--- config.mk ---
export PLATFORM = sky130hd
export DESIGN_NAME = mem_access_unit
export DESIGN_NICKNAME = d
export VERILOG_FILES = /design/src/rtl/mem_pkg.sv /design/src/rtl/mem_lane_align.sv /design/src/rtl/mem_access_unit.sv
export SDC_FILE = /design/constraint.sdc
export NUM_CORES = 1
export LEC_CHECK = 0
export ABC_AREA = 0
export ABC_CLOCK_PERIOD_IN_PS = 6750
export BUFFER_PORTS_ARGS = -buffer_cell sky130_fd_sc_hd__buf_2
export CORE_MARGIN = 1.5
export CORE_UTILIZATION = 40
export DETAILED_ROUTE_END_ITERATION = 7
export SLEW_MARGIN = 10
export SYNTH_ARGS = -nofsm -noshare
export SYNTH_HDL_FRONTEND = slang
export SYNTH_HIERARCHICAL = 1
export SYNTH_SLANG_ARGS = --single-unit
--- constraint.sdc ---
create_clock -name clk -period 6.75 [get_ports clk]
set_clock_uncertainty 0.05 [all_clocks]
set_input_delay 0.3375 -clock clk [delete_from_list [all_inputs] [get_ports clk]]
set_output_delay 0.3375 -clock clk [all_outputs]
set_load 0.01 [all_outputs]
--- src/rtl/mem_pkg.sv ---
// Shared types and helpers for the load/store sequencer and its lane-align datapath.
package mem_pkg;

  localparam int unsigned WORD_BYTES = 4;

  typedef enum logic [2:0] {
    OP_LW  = 3'd0,
    OP_LH  = 3'd1,
    OP_LHU = 3'd2,
    OP_LB  = 3'd3,
    OP_LBU = 3'd4,
    OP_SW  = 3'd5,
    OP_SH  = 3'd6,
    OP_SB  = 3'd7
  } mem_op_e;

  typedef enum logic [1:0] {
    ST_IDLE = 2'd0,
    ST_RD   = 2'd1,
    ST_WR   = 2'd2,
    ST_RESP = 2'd3
  } mem_state_e;

  function automatic logic is_store(input mem_op_e op);
    return (op == OP_SW) || (op == OP_SH) || (op == OP_SB);
  endfunction

  function automatic logic is_sub_word(input mem_op_e op);
    return (op != OP_LW) && (op != OP_SW);
  endfunction

  function automatic logic [2:0] access_size(input mem_op_e op);
    case (op)
      OP_LW, OP_SW:          return 3'(WORD_BYTES);
      OP_LH, OP_LHU, OP_SH:  return 3'd2;
      default:               return 3'd1;
    endcase
  endfunction

endpackage

--- src/rtl/mem_lane_align.sv ---
// Combinational lane handling: load extraction with sign/zero extension, and
// sub-word merge of new store data into the previously read word.
module mem_lane_align
  import mem_pkg::*;
(
  input  logic [31:0] old_word,
  input  logic [31:0] new_data,
  input  mem_op_e     op,
  input  logic [1:0]  byte_sel,
  output logic [31:0] load_data,
  output logic [31:0] merged_word
);

  logic [7:0]  byte_v;
  logic [15:0] half_v;

  always_comb begin
    byte_v    = 8'(old_word >> {byte_sel, 3'b000});
    half_v    = byte_sel[1] ? old_word[31:16] : old_word[15:0];
    load_data = old_word;
    case (op)
      OP_LH:   load_data = {{16{half_v[15]}}, half_v};
      OP_LHU:  load_data = {16'h0000, half_v};
      OP_LB:   load_data = {{24{byte_v[7]}}, byte_v};
      OP_LBU:  load_data = {24'h000000, byte_v};
      default: load_data = old_word;
    endcase
  end

  always_comb begin
    merged_word = old_word;
    case (op)
      OP_SB: merged_word[{byte_sel, 3'b000} +: 8] = new_data[7:0];
      OP_SH: begin
        if (byte_sel[1]) merged_word[31:16] = new_data[15:0];
        else             merged_word[15:0]  = new_data[15:0];
      end
      OP_SW:   merged_word = new_data;
      default: merged_word = old_word;
    endcase
  end

endmodule

--- src/rtl/mem_access_unit.sv ---
// Load/store sequencer in front of the word-wide data memory.
// Optional MEM_RANGE_CHECK_EN rejects accesses that run past MEM_BYTES.
module mem_access_unit
  import mem_pkg::*;
#(
  parameter int unsigned MEM_LAT   = 1,
  parameter int unsigned MEM_BYTES = 64
) (
  input  logic        clk,
  input  logic        rst_n,
  input  logic        req_valid,
  output logic        req_ready,
  input  logic [2:0]  req_op,
  input  logic [31:0] req_addr,
  input  logic [31:0] req_wdata,
  output logic        resp_valid,
  output logic [31:0] resp_rdata,
  output logic        resp_err,
  output logic [31:0] mem_addr,
  output logic [31:0] mem_wdata,
  output logic        mem_rw,
  input  logic [31:0] mem_rdata
);

  mem_state_e  state;
  mem_op_e     op_in;
  mem_op_e     op_q;
  logic [1:0]  sel_q;
  logic [31:0] wdata_q;
  logic [31:0] result_q;
  logic        err_q;
  logic [15:0] cnt;
  logic        cnt_last;
  logic        misaligned;
  logic        out_of_range;
  logic        reject;
  logic [31:0] load_data;
  logic [31:0] merged_word;

  assign op_in     = mem_op_e'(req_op);
  assign req_ready = (state == ST_IDLE);
  assign cnt_last  = (cnt == 16'(MEM_LAT - 1));

  always_comb begin
    misaligned = 1'b0;
    case (access_size(op_in))
      3'd4:    misaligned = (req_addr[1:0] != 2'b00);
      3'd2:    misaligned = req_addr[0];
      default: misaligned = 1'b0;
    endcase
  end

`ifdef MEM_RANGE_CHECK_EN
  assign out_of_range = ({1'b0, req_addr} + 33'(access_size(op_in))) > 33'(MEM_BYTES);
`else
  assign out_of_range = 1'b0;
`endif

  assign reject = misaligned || out_of_range;

  mem_lane_align u_align (
    .old_word    (mem_rdata),
    .new_data    (wdata_q),
    .op          (op_q),
    .byte_sel    (sel_q),
    .load_data   (load_data),
    .merged_word (merged_word)
  );

  always_ff @(posedge clk or negedge rst_n) begin
    if (!rst_n) begin
      state     <= ST_IDLE;
      op_q      <= OP_LW;
      sel_q     <= '0;
      wdata_q   <= '0;
      result_q  <= '0;
      err_q     <= 1'b0;
      cnt       <= '0;
      mem_addr  <= '0;
      mem_wdata <= '0;
      mem_rw    <= 1'b0;
    end else begin
      case (state)
        ST_IDLE: begin
          if (req_valid) begin
            op_q     <= op_in;
            sel_q    <= req_addr[1:0];
            wdata_q  <= req_wdata;
            result_q <= '0;
            cnt      <= '0;
            err_q    <= reject;
            if (reject) begin
              state <= ST_RESP;
            end else begin
              mem_addr <= {req_addr[31:2], 2'b00};
              // Full-word stores need no read, so they go straight to the write phase.
              if (op_in == OP_SW) begin
                mem_wdata <= req_wdata;
                mem_rw    <= 1'b1;
                state     <= ST_WR;
              end else begin
                state <= ST_RD;
              end
            end
          end
        end
        ST_RD: begin
          if (cnt_last) begin
            cnt <= '0;
            if (is_store(op_q) && is_sub_word(op_q)) begin
              mem_wdata <= merged_word;
              mem_rw    <= 1'b1;
              state     <= ST_WR;
            end else begin
              result_q <= load_data;
              state    <= ST_RESP;
            end
          end else begin
            cnt <= cnt + 16'd1;
          end
        end
        ST_WR: begin
          if (cnt_last) begin
            cnt    <= '0;
            mem_rw <= 1'b0;
            state  <= ST_RESP;
          end else begin
            cnt <= cnt + 16'd1;
          end
        end
        default: state <= ST_IDLE;
      endcase
    end
  end

  // Response registers are loaded on the RESP cycle and hold afterwards.
  always_ff @(posedge clk or negedge rst_n) begin
    if (!rst_n) begin
      resp_valid <= 1'b0;
      resp_rdata <= '0;
      resp_err   <= 1'b0;
    end else begin
      resp_valid <= (state == ST_RESP);
      if (state == ST_RESP) begin
        resp_rdata <= result_q;
        resp_err   <= err_q;
      end
    end
  end

endmodule

# After elaboration in Yosys (flattened, before gate mapping)

Index checks and enable logic that the tools add are counted.
W data, S select, Z words.

Word-level logic and storage cells: 100
Input port bits: 102
Register bits: 185
Output and inout bits: 100

Add/subtract/negate cells: 2
Eq/ne operators: 24
Shifts and indexed selects: 3
Reduce and logical (&&, ||, !) cells: 22
Mux-type cells: 35
Bitwise operators: 1

Operators by type and width:

| kind                     | number |
|---|---|
| $mux W32                 | 8 |
| $pmux W32 S2             | 2 |
| $pmux W32 S4             | 1 |
| $pmux W32 S3             | 1 |
| $mux W16                 | 5 |
| $bwmux W32               | 1 |
| $pmux W16 S2             | 1 |
| $shift A8 B7 Y32 const A | 1 |
| $shiftx A8 B7 Y32        | 1 |
| $shr A32 B5 Y8           | 1 |
| $eq A3 B3 Y1 const B     | 7 |
| $add A16 B1 Y16 const B  | 1 |
| $logic_not A16 Y1        | 1 |
| $eq A3 B2 Y1 const B     | 4 |
| $ne A2 B2 Y1 const B     | 6 |
| $mux W2                  | 5 |
| $mux W1                  | 7 |
| $neg A5 Y7               | 1 |
| $reduce_and A7 Y1        | 1 |
| $eq A3 B1 Y1 const B     | 2 |
| $pmux W2 S3              | 1 |
| $pmux W3 S2              | 1 |
| $reduce_and A3 Y1        | 2 |
| $reduce_and A6 Y1        | 1 |
| 17 further kinds         | 25 |

# Longest topological paths before layout

Depth after elaboration: 8
Depth in mapped cells: 10
Mapped depth without buffers: 9

# Hierarchy

Netlist, hierarchy kept.

By module, submodules not included:

| module          | seq. area each (um^2) | area each (um^2) | instances | cells an instance |
|---|---|---|---|---|
| mem_access_unit | 4629.4                | 7648.6           | 1         | 527 |
| mem_lane_align  | 0.0                   | 1888.1           | 1         | 269 |

# Worst setup path after synthesis

No wires, ideal clock.

Kind: register -> register
Start point: register sel_q[0]
End point: register mem_wdata[16]
Slack: 4.211 ns
Required time: 6.575 ns
Cell stages (with the launch flop): 11
Buffers on the path: 2
Library setup time: 0.125 ns
Arrival time: 2.364 ns
Period minus slack after synthesis: 2.539 ns
Cells stage by stage: dfrtp_1 -> inv_1 -> ha_1 -> nor4bb_1 -> clkbuf_1 -> and2_1 -> buf_2 -> a221oi_1 -> a31oi_1 -> mux2_2 -> mux2_2

Cells in the longest elaborated chain, start to end: 7
Elaborated cells on any way between the ends: 8
Classes of those cells: 1 x add/sub; 2 x shift; 5 x mux

RTL lines:

| what                                                         | RTL line               | RTL |
|---|---|---|
| from (decl)                                                  | mem_access_unit.sv:28  | `logic [1:0] sel_q;` |
| from (signal assigned)                                       | mem_access_unit.sv:87  | `sel_q <= req_addr[1:0];` |
| $neg A5 Y7 *                                                 | mem_lane_align.sv:33   | `OP_SB: merged_word[{byte_sel, 3'b000} +: 8] = new_data[7:0];` |
| $shiftx A8 B7 Y32 / $shift A8 B7 Y32 (equally long branches) | mem_lane_align.sv:33   |  |
| $bwmux W32 *                                                 | mem_lane_align.sv:33   |  |
| $pmux W32 S3 *                                               | mem_lane_align.sv:32   | `case (op)` |
| net merged_word[16]                                          | mem_access_unit.sv:38  | `logic [31:0] merged_word;` |
| $mux W32 *                                                   | mem_access_unit.sv:110 | `if (is_store(op_q) && is_sub_word(op_q)) begin` |
| $mux W32 *                                                   | mem_access_unit.sv:108 | `if (cnt_last) begin` |
| $pmux W32 S2 *                                               | mem_access_unit.sv:83  | `case (state)` |
| to (signal assigned)                                         | mem_access_unit.sv:98  | `mem_wdata <= req_wdata;` |
| to (signal assigned)                                         | mem_access_unit.sv:111 | `mem_wdata <= merged_word;` |
| to (decl)                                                    | mem_access_unit.sv:20  | `output logic [31:0] mem_wdata,` |

Mark *: on every way through the listed nets, which the timed path passes. The rest lies on a longest branch. The select of a mux whose other input is x is not followed.
A chain may end at the register's enable or synchronous reset.

# Worst setup path after layout

Start point: register sel_q[1]
End point: register mem_wdata[16]

Cells in the longest elaborated chain, start to end: 7
Elaborated cells on any way between the ends: 9
Classes of those cells: 1 x add/sub; 2 x shift; 6 x mux

RTL lines:

| what                                                         | RTL line |
|---|---|
| $neg A5 Y7                                                   | mem_lane_align.sv:33 |
| $shiftx A8 B7 Y32 / $shift A8 B7 Y32 (equally long branches) | mem_lane_align.sv:33 |
| $bwmux W32                                                   | mem_lane_align.sv:33 |
| $pmux W32 S3 *                                               | mem_lane_align.sv:32 |
| net merged_word[16]                                          | mem_access_unit.sv:38 |
| $mux W32 *                                                   | mem_access_unit.sv:110 |
| $mux W32 *                                                   | mem_access_unit.sv:108 |
| $pmux W32 S2 *                                               | mem_access_unit.sv:83 |

Marked as above.

==> qor.yml <==
outcome:
  status: "finished with violations"
  violations: "negative hold slack"
synthesis:
  ys_top_cells_by_area: "dfrtp_1 49%, mux2_2 19%, a22o_1 5.9%"
  seq_area_frac_synth: 0.485
  synthDistinctLibCells: 62
  yosysTopAreaCell: "dfrtp_1"
  avgSynthCellArea_um2: 12.0
  syn_area_um2: 9540
  synth_top_area_frac: 0.485
  ys.flop_type: "dfrtp_1"
  async_flop_share: 1.00
  synth_edf_count: 0
  syn_inst: 796
  ys_ff_latch: 185
  yosysWarnings: 6
placement:
  dp_cells: 1272
  portBuffers: 199
  place_hpwl_um: 18300
  globalplace.congestion: 0.858
clock_tree:
  cts_root_buf: "clkbuf_16"
  clkLatencyLatePin_ns: 0.44
  htree_levels: 4
  max-clock-path-buffers: 2
  clk_pin_slew_ns: 0.07
  post_cts_buffers: 0
  numClockSinks: 185
  cts_hold_buffers: 0
  cts_tree: "yes"
  cts_made_buffers: 17
  cts_resized: 0
floorplanning:
  die_area_um2: 24800
  die_y_um: 157
  die_w_um: 157
  core-area_um2: 23400
  io_pins: 202
  num_rows: 56
  start_util: 0.408
pwr:
  power_w: 0.00572
  peakVddDrop_mv: 0.240
  powerDensity_nw_per_um2: 501
  power.leakage_nw: 5.40
layout:
  areaGrowthSynthToFinish_pct: 19.6
  nNetsFinal: 1087
  layout-drive-gt1-share: 0.429
  final_cells: 1304
global_route:
  grt_max_degree: 111
  grt_antenna_before_repair: 2
  grt_first_pass_wirelength_um: 40100
  grt_pass1_vias: 6961
  grt_use_total: 0.214
  grt.overflow.total: 0
worst_setup_path:
  r2r_cells: 9
  cp.required_ns: 7.02
  reg2reg_slack_ns: 3.32
  startpoint: "sel_q[1]"
  cp-end-kind: "flop"
  startpoint_type: "flop"
  path_max_fanout: 28
  critical_path_arrival_ns: 3.70
  crit_type: "flop to flop"
  r2r_start: "sel_q[1]"
  crit_path_end: "mem_wdata[16]"
  r2r_end: "mem_wdata[16]"
timing:
  setup_violations: 0
  rsz0062_at_grt: "no"
  min_period_ns: 3.43
  relSlewSlack: 0.240
  tightest_slew_ns: 1.13
  maxSlewViolCount: 0
  holdWs_ns: -0.0623
  timing.fmax_mhz: 292
  hold_viol: 20
  tns_ns: 0
  fin_crit_sh: 0.507
drt:
  ant_nets: 0
  wl_per_cell_um: 20.1
  dr.pass1.iters: 5
  routed_wirelength_um: 26200
  viasPerCell: 5.54
  drc: 0
  drt-initial-drc-count: 432
  num_vias: 7223
min_path:
  hold_path.class: "input port to async pin"
run:
  drv_cap: 0
-- per-layer routing --
layer	share of wire	wire length, um	global-route usage
met4	0.018	464	0.0741
met5	0.00027	7	0
met3	0.053	1390	0.0374
met2	0.47	12400	0.336
met1	0.46	11900	0.299
-- per-stage QoR --
stage	area, um2	worst slack, ns	util	hold WS, ns
after detailed placement	10800	3.42	0.460	0.423
after floorplan	9540	4.21	-	-0.00809
after global placement	10800	3.58	0.460	0.419
after CTS	11400	3.41	0.487	0.00844
final	11400	3.32	0.487	-0.0623
after global routing	11400	3.13	0.487	0.0129
-- cell usage after synthesis, types with 4 or more instances --
library cell / number
dfrtp_1: 185
mux2_2: 162
a22o_1: 64
o21ai_0: 31
clkbuf_1: 30
nor2_1: 30
a21o_1: 27
inv_1: 24
a221o_1: 22
nand2_1: 22
a21oi_1: 17
ha_1: 13
buf_2: 10
a211oi_1: 8
a221oi_1: 8
a22oi_1: 8
a31oi_1: 8
nand3_1: 8
and4_1: 7
buf_1: 7
mux2i_1: 7
nand2b_1: 7
nor2b_1: 7
and3_1: 6
xor2_1: 6
buf_6: 5
xnor2_1: 5
nand4_1: 4
nor3b_1: 4
nor4_1: 4
-- how the worst min path moves through the flow --
stage                          endpoint           from  slack, ns  cells after the start
final                            cnt[7]          rst_n      -0.06                      1
after global routing             cnt[9]          rst_n       0.01                      1
after CTS                        cnt[9]          rst_n      0.008                      1
after detailed placement   mem_wdata[7]   mem_wdata[7]       0.42                      1
after global placement    mem_wdata[15]  mem_wdata[15]       0.42                      1
after floorplan                  cnt[0]          rst_n     -0.008                      0
-- state kept, by name, summed over array words and instances, names as in the netlist, 2 cells and up --
register / flops
result_q: 32
mem_wdata: 32
mem_addr: 30
sel_q: 2
cnt: 16
op_q: 3
resp_rdata: 32
state: 2
wdata_q: 32
-- cells by family after synthesis --
kind of cell / after synthesis / synth area share
flops: 185 / 0.485
fa+ha+maj: 13 / 0.0171
compound gates: 214 / 0.171
buf+inv: 79 / 0.0375
simple gates: 120 / 0.0735
xor+xnor: 11 / 0.0101
other cells: 1 / 0.000393
mux: 173 / 0.205
-- cell type report --
cell class	count	area (um2)
multi-input combinational	533	4560
timing repair buffer	211	1090
tap	319	399
fill	2232	12000
antenna	1	2.50
clock buffer	19	443
clock inverter	12	188
inverter	24	90.1
sequential	185	4630
-- critical path, stage by stage, from the launching register on --
cell      delay, ns
dfrtp_1        1.00
inv_1          0.27
ha_1           0.39
nor4bb_1       0.15
buf_4          0.18
and2_1         0.27
a221oi_1       0.39
a31oi_1        0.08
mux2_2         0.28
mux2_2         0.26
-- cells in the final DEF, fill, tap and decap left out, types with 5 or more instances in the layout --
cell type | netlist | routed
a22o_1 | 64 | 64
a221o_1 | 22 | 22
o21ai_0 | 31 | 31
a211oi_1 | 8 | 8
a221oi_1 | 8 | 8
nand3_1 | 8 | 8
buf_4 | 3 | 12
a21o_1 | 27 | 27
a21oi_1 | 17 | 17
nor2b_1 | 7 | 7
a22oi_1 | 8 | 8
mux2i_1 | 7 | 7
ha_1 | 13 | 13
xor2_1 | 6 | 6
nand2_1 | 22 | 22
and3_1 | 6 | 6
and4_1 | 7 | 7
a31oi_1 | 8 | 8
inv_1 | 24 | 24
buf_2 | 10 | 198
clkbuf_16 | 0 | 17
dfrtp_1 | 185 | 185
mux2_2 | 162 | 162
nor2_1 | 30 | 28
xnor2_1 | 5 | 5
nand2b_1 | 7 | 7
-- power breakdown --
part	internal, W	switching, W
clock network	0.000636	0.000451
logic	0.00131	0.00136
registers	0.00158	0.000371
total	0.00353	0.00218
Note: power is estimated with default switching activity, not from simulation.
